$ cat config.mk
export PLATFORM = sky130hd
export DESIGN_NAME = approx_mult_seq_ctrl
export DESIGN_NICKNAME = d
export VERILOG_FILES = /design/src/rtl/approx_mult_seq_ctrl.sv
export SDC_FILE = /design/constraint.sdc
export NUM_CORES = 1
export LEC_CHECK = 0
export CORE_UTILIZATION = 36
export CTS_CLUSTER_DIAMETER = 50
export DETAILED_ROUTE_END_ITERATION = 8
export PLACE_DENSITY_LB_ADDON = 0.2
export SLEW_MARGIN = 20
export SYNTH_ARGS = -nofsm -noshare
export SYNTH_HDL_FRONTEND = slang
export SYNTH_SLANG_ARGS = --single-unit
$ cat constraint.sdc
create_clock -name clk -period 2.8 [get_ports clk]
set_clock_uncertainty 0.1 [all_clocks]
set_input_delay 0.42 -clock clk [delete_from_list [all_inputs] [get_ports clk]]
set_output_delay 0.42 -clock clk [all_outputs]
set_load 0.03 [all_outputs]
$ cat src/rtl/approx_mult_seq_ctrl.sv
// approx_mult_seq_ctrl
// Computes an 8x8 unsigned product by time-sharing one 4x4 approximate
// sub-multiplier over four partial-product cycles (LL, LH, HL, HH).
// Each cycle carries its own mode code, so the shared sub-multiplier applies
// the same per-quadrant approximation mix as the parallel multipliers.
// The four partial products are shift-added into a 17-bit accumulator.
// R saturates to 16'hFFFF if that accumulator overflows 16 bits.
//
// Optional build macro: MULT_SEQ_ZERO_SKIP_EN.
// When it is defined, an operand pair with A == 0 or B == 0 goes straight
// to DONE with R = 0 and skips the PP cycles.
//
// state | meaning
// ------+-----------------------------------------------------------
// IDLE  | waiting for operands, in_ready high
// PP0   | A[3:0] x B[3:0], mode MODE_LL, adds lm_r << 0
// PP1   | A[3:0] x B[7:4], mode MODE_LH, adds lm_r << 4
// PP2   | A[7:4] x B[3:0], mode MODE_HL, adds lm_r << 4
// PP3   | A[7:4] x B[7:4], mode MODE_HH, adds lm_r << 8, loads R
// DONE  | R valid; held until out_ready, back-to-back accept allowed
module approx_mult_seq_ctrl #(
  parameter logic [1:0] MODE_LL = 2'd3,
  parameter logic [1:0] MODE_LH = 2'd2,
  parameter logic [1:0] MODE_HL = 2'd1,
  parameter logic [1:0] MODE_HH = 2'd1
) (
  input  logic        clk,
  input  logic        rst_n,
  input  logic        in_valid,
  output logic        in_ready,
  input  logic [7:0]  A,
  input  logic [7:0]  B,
  output logic [3:0]  lm_a,
  output logic [3:0]  lm_b,
  output logic [1:0]  lm_mode,
  input  logic [7:0]  lm_r,
  output logic        out_valid,
  input  logic        out_ready,
  output logic [15:0] R,
  output logic        busy
);

  typedef enum logic [2:0] {IDLE, PP0, PP1, PP2, PP3, DONE} state_t;

  state_t      state_q, state_d;
  logic [7:0]  a_q, a_d;
  logic [7:0]  b_q, b_d;
  logic [16:0] acc_q, acc_d;
  logic [15:0] r_q, r_d;
  logic [16:0] pp_shifted;
  logic [16:0] acc_sum;

  assign in_ready  = (state_q == IDLE) || ((state_q == DONE) && out_ready);
  assign out_valid = (state_q == DONE);
  assign busy      = (state_q == PP0) || (state_q == PP1) ||
                     (state_q == PP2) || (state_q == PP3);
  assign R         = r_q;
  assign acc_sum   = acc_q + pp_shifted;

  // Sub-multiplier operands and mode come only from registered operands and state.
  always_comb begin
    lm_a       = 4'd0;
    lm_b       = 4'd0;
    lm_mode    = 2'd0;
    pp_shifted = 17'd0;
    case (state_q)
      PP0: begin
        lm_a = a_q[3:0]; lm_b = b_q[3:0]; lm_mode = MODE_LL;
        pp_shifted = {9'd0, lm_r};
      end
      PP1: begin
        lm_a = a_q[3:0]; lm_b = b_q[7:4]; lm_mode = MODE_LH;
        pp_shifted = {5'd0, lm_r, 4'd0};
      end
      PP2: begin
        lm_a = a_q[7:4]; lm_b = b_q[3:0]; lm_mode = MODE_HL;
        pp_shifted = {5'd0, lm_r, 4'd0};
      end
      PP3: begin
        lm_a = a_q[7:4]; lm_b = b_q[7:4]; lm_mode = MODE_HH;
        pp_shifted = {1'b0, lm_r, 8'd0};
      end
      default: ;
    endcase
  end

  // Next state, operand capture, accumulation and result load.
  always_comb begin
    state_d = state_q;
    a_d     = a_q;
    b_d     = b_q;
    acc_d   = acc_q;
    r_d     = r_q;
    if (in_valid && in_ready) begin
      // Accept from IDLE, or back-to-back from DONE with out_ready.
      a_d     = A;
      b_d     = B;
      acc_d   = 17'd0;
      state_d = PP0;
`ifdef MULT_SEQ_ZERO_SKIP_EN
      if ((A == 8'd0) || (B == 8'd0)) begin
        state_d = DONE;
        r_d     = 16'd0;
      end
`endif
    end else begin
      case (state_q)
        PP0: begin acc_d = acc_sum; state_d = PP1; end
        PP1: begin acc_d = acc_sum; state_d = PP2; end
        PP2: begin acc_d = acc_sum; state_d = PP3; end
        PP3: begin
          acc_d   = acc_sum;
          r_d     = acc_sum[16] ? 16'hFFFF : acc_sum[15:0];
          state_d = DONE;
        end
        DONE: if (out_ready) state_d = IDLE;
        default: ;
      endcase
    end
  end

  // State and datapath registers; reset discards any in-flight operation.
  always_ff @(posedge clk or negedge rst_n) begin
    if (!rst_n) begin
      state_q <= IDLE;
      a_q     <= 8'd0;
      b_q     <= 8'd0;
      acc_q   <= 17'd0;
      r_q     <= 16'd0;
    end else begin
      state_q <= state_d;
      a_q     <= a_d;
      b_q     <= b_d;
      acc_q   <= acc_d;
      r_q     <= r_d;
    end
  end

endmodule

**Word-level counts from Yosys, hierarchy flattened**

Index checks and enable logic that the tools add are counted.

- Register bits: 52
- Input port bits: 28
- Output and inout bits: 29
- Logic and storage cells: 40

- Add/subtract/negate cells: 1
- Equal/unequal tests: 6
- Multiplexer cells: 10
- Bitwise logic cells: 1
- Reduce and logical (&&, ||, !) cells: 17

Operator list:

| cell | count |
|---|---|
| 16-bit case mux with 3 select lines | 1 |
| 17-bit 2-to-1 mux | 2 |
| 17-bit adder | 1 |
| 16-bit 2-to-1 mux | 1 |
| 4-bit case mux with 2 select lines | 2 |
| 3-bit case mux with 5 select lines | 1 |
| 2-bit OR reduction | 5 |
| 3-bit by 2-bit == test with 1-bit output, second input constant | 2 |
| 3-bit == test, second input constant | 2 |
| 3-bit 2-to-1 mux | 2 |
| 2-bit case mux with 3 select lines | 1 |
| 6-bit nonzero test | 1 |
| 1-bit logical OR | 4 |
| 2-bit AND reduction | 2 |
| 4-bit OR reduction | 1 |
| 3-bit by 1-bit == test with 1-bit output, second input constant | 1 |
| 3-bit logical NOT | 1 |
| 3-bit by 1-bit inequality test with 1-bit output, second input constant | 1 |
| 1-bit logical AND | 2 |
| 2-bit nonzero test | 1 |
| 1-bit NOT | 1 |

**Longest topological paths before layout**

- Word-level depth: 6
- Mapped depth: 13
- Depth with buffers taken out: 11

**Worst setup path before layout**

Ideal clock, no wire load.

- Kind: flip-flop to flip-flop
- Start point: register state_q[0]
- End point: register r_q[10], in the netlist R[10]
- Arrival time: 2.786 ns
- Data required time: 2.559 ns
- Slack: -0.228 ns
- Cell stages (with the launch flop): 12
- Buffers on the path: 1
- Cells stage by stage: dfrtp_1 clkinv_1 nor3_1 a22o_1 ha_1 a21oi_1 a21oi_1 a211oi_2 o31ai_2 xnor2_2 buf_6 a31oi_1

- Word-level cells in the longest chain between the ends: 6

RTL lines:

| item | line | RTL |
|---|---|---|
| from (decl) | 45 | `state_t state_q, state_d;` |
| from (signal assigned) | 131 | `state_q <= state_d;` |
| branches (longest 6 deep; another with 17-bit adder) | -- |  |
| to (signal assigned) | 135 | `r_q <= r_d;` |
| to (decl) | 49 | `logic [15:0] r_q, r_d;` |

Parallel ways; which one is timed is not known.
A chain may end at the register's enable or synchronous reset.

**Worst setup path after layout**

- Start point: register state_q[2]
- End point: register acc_q[9]

- Word-level cells in the longest chain between the ends: 6

RTL lines:

| item | line | RTL |
|---|---|---|
| 3-bit by 2-bit == test with 1-bit output | 66, 107 |  |
| 2-bit OR reduction (no source line) | -- |  |
| 16-bit case mux with 3 select lines | 66 | `case (state_q)` |
| 17-bit adder | 58 | `assign acc_sum = acc_q + pp_shifted;` |
| 17-bit 2-to-1 mux | 107 | `case (state_q)` |
| 17-bit 2-to-1 mux | 94 | `if (in_valid && in_ready) begin` |
| to (signal assigned) | 128 | `acc_q <= 17'd0;` |
| to (signal assigned) | 134 | `acc_q <= acc_d;` |
| to (decl) | 48 | `logic [16:0] acc_q, acc_d;` |

Parallel ways exist; a longest one is shown, timed or not. The select of a mux whose other input is x is not followed.

==> key figures <==
Drt
  • Vias: 2863
  • Remaining DRCs: 0
  • Final wirelength: 8278 µm
  • Detail Route Antenna Nets: 0
  • Vias/cell: 5.263
  • Drt first pass iters: 4
  • DR iter-0 viols: 109
  • DR WL/cell: 15.22 µm

Global routing
  • First-pass GRT wire length: 13670 µm
  • Total Routing Usage GR: 0.1958
  • Vias in the first global route: 2814
  • GRT Residual Overflow: 0
  • Pin count of the biggest net entering global routing: 35
  • Initial antenna violation count: 0

Logic synthesis
  • Synthesized Nets: 386
  • Yosys warns: 0
  • Post-synth EDFFs: 0
  • Post-Synthesis Cells: 340
  • Ys flop type: dfrtp_1
  • Area fraction of the dominant cell type after synthesis: 0.4135
  • FF+latch count, synth: 52
  • Synth async-reset ratio: 1.000
  • Synth area leaders: dfrtp_1 41%, ha_1 6.8%, mux2_2 5.7%
  • Yosys top cell by area: dfrtp_1
  • Avg Cell Area, Syn: 9.255 µm²
  • Sequential share of the synthesized area: 0.4135
  • Synth cell types: 43
  • Post-Syn Area: 3147 µm²

Power and ir drop
  • Maximum vdd ir drop: 0.8770 mV
  • Leakage power: 1.878 nW
  • Cell Pwr Density: 1372 nW/µm²
  • Total chip power: 0.006105 W

STA
  • Max-slew headroom: 0.7533
  • Fin crit period: 2.741 ns
  • Pin slew with the least headroom to its limit: 0.3697 ns
  • Period utilization: 0.9791
  • Setup ws final: 0.05862 ns
  • Fin. Hold Viols: 0
  • Max-slew violation count: 0
  • RSZ-0062 raised after global routing: yes
  • Final setup fails: 0
  • Max Fclk: 364.8 MHz
  • Fin Setup TNS: 0 ns

Min path
  • Hold path depth: 2
  • Min-Delay Endpoint: acc_q[6]
  • Critical hold path startpoint: acc_q[6]
  • Hold Crit Class: reg -> reg

Clock tree
  • CTS Buf Count: 5
  • Htree depth: 2
  • Reg clk slew, reported paths: 0.11 ns
  • Sink Count: 52
  • Clock Latency Late Sink: 0.31 ns
  • TritonCTS clock tree: built
  • Clk buf depth: 2
  • Clock root buffer: clkbuf_8

Layout
  • Commonest non-fill, non-tap cell in the layout: buf_4
  • Ant. Diodes: 0
  • Fillers: 783
  • Ratio of cells with drive above 1 in the final layout: 0.2938
  • Fin nets: 484
  • Most frequent cells in the layout: 61 x buf_4, 50 x dfrtp_1, 45 x clkdlybuf4s50_1
  • Area growth, synth to finish: 41.39%

Floorplan
  • Horiz. Die Dim: 95.50 µm
  • Row cnt: 33
  • Total die area: 9119 µm²
  • Initial Utilization: 0.3773
  • I/O pins: 57
  • Chip height: 95.50 µm
  • Core area: 8341 µm²

Placed design
  • GPL Wtd Cong: 0.8637
  • Port buffer count: 56
  • Hpwl dp: 6271 µm
  • Place WS: -0.2911 ns

Worst setup path
  • CP required: 2.88 ns
  • Crit start category: register
  • Reg2Reg Depth: 11
  • Crit path cell chain: nor3_4 > and2_4 > ha_4 > buf_6 > o211ai_1 > o211ai_1 > buf_4 > a21oi_2 > o21bai_1 > xnor2_1 > o21ai_0
  • R2R Setup Slk: 0.06 ns
  • WS Path Type: reg -> reg
  • Slowest-stage cell, CP: dfrtp_2
  • Max incr delay on CP: 0.47 ns
  • CP max FO: 8
  • Reg2reg end: acc_q[9]
  • Arrival @ worst endpoint: 2.82 ns
  • Most used cell, CP: o211ai_1
  • Reg2reg start: state_q[2]
  • Worst Setup End Kind: register

Run status
  • Outcome: finished clean

Job
  • Max-cap violations: 0
==> flip-flops by register name, summed over array words and instances, names as in the netlist <==
register,cells
R,16
acc_q,17
a_q,8
b_q,8
state_q,3
==> timing repair <==
action | CTS | global route
pin swaps | 12 | 6
resized for setup | 10 | 24
buffers inserted | 3 | 2
setup endpoints to repair | 23 | 32
hold buffers | 1 | 0
endpoints found under the hold margin | 13 | 0
==> synth_stat cells (all sizes together), types with 9 or more instances <==
| master | n |
|---|---|
| dfrtp | 52 |
| clkbuf | 12 |
| xnor2 | 12 |
| a21oi | 24 |
| mux2 | 16 |
| nor2 | 33 |
| ha | 17 |
| nand2 | 26 |
| a31oi | 16 |
| nand3 | 23 |
| o21ai | 34 |
| buf | 9 |
==> logic make-up (layout without fill, tap and decap cells) <==
family	Yosys count	after routing	synth area share
xor+xnor	16	16	0.04692
buf+inv	28	127	0.03976
compound gates	109	109	0.2187
fa+ha+maj	18	18	0.07396
simple gates	97	97	0.1372
flops	52	52	0.4135
mux	20	20	0.06998
==> metrics by stage <==
stage | instance area [µm²] | hold WS [ns] | instances | util
2_1_floorplan | 3207 | 0.02441 | 340 | -
3_3_place_gp | 4141 | 0.2568 | 530 | 0.4966
3_5_place_dp | 4141 | 0.2596 | 530 | 0.4966
4_1_cts | 4302 | 0.4232 | 542 | 0.5158
5_1_grt | 4449 | 0.4416 | 544 | 0.5335
6_report | 4449 | 0.4176 | 544 | 0.5335
==> final cells by class <==
class | count | area (µm²) | area share
clock buffer | 6 | 82.58 | 0.01856
clock inverter | 2 | 15.01 | 0.003375
inverter | 7 | 28.78 | 0.006468
multi-input combinational | 260 | 1918 | 0.4311
sequential | 52 | 1304 | 0.2930
tap | 105 | 131.4 | 0.02953
timing repair buffer | 112 | 969.7 | 0.2179
==> where the power goes <==
group	internal [W]	switching [W]
Clock	0.000201	0.000262
Combinational	0.00193	0.00231
Sequential	0.00114	0.000270
==> routing by layer <==
| metal | GRT usage | up-vias | wire length (µm) |
|---|---|---|---|
| met1 | 0.2653 | 1369 | 4082 |
| met2 | 0.3208 | 62 | 3773 |
| met5 | 0 | - | 0 |
| met4 | 0.04851 | 0 | 70 |
| met3 | 0.03668 | 5 | 352 |
| li1 | - | 1427 | - |
==> worst max path at each step <==
stage          startpoint        to  slack, ns
3_3_place_gp      lm_r[0]      R[5]      -0.19
3_5_place_dp      lm_r[0]      R[2]      -0.29
5_1_grt        state_q[0]  acc_q[9]      -0.12
2_1_floorplan  state_q[0]     R[10]      -0.02
6_report       state_q[2]  acc_q[9]       0.06
4_1_cts        state_q[0]  acc_q[9]      -0.01
==> critical path: cells and delay by family, from the launching register on <==
family                   cells  cell delay [ns]
buffers and inverters        2             0.29
XOR/XNOR                     1             0.21
flip-flops                   1             0.47
AO/OA/AOI/OAI                5             0.75
AND/OR/NAND/NOR              2             0.59
adder cells (fa/ha/maj)      1             0.20
(Power assumes the default switching activity.)
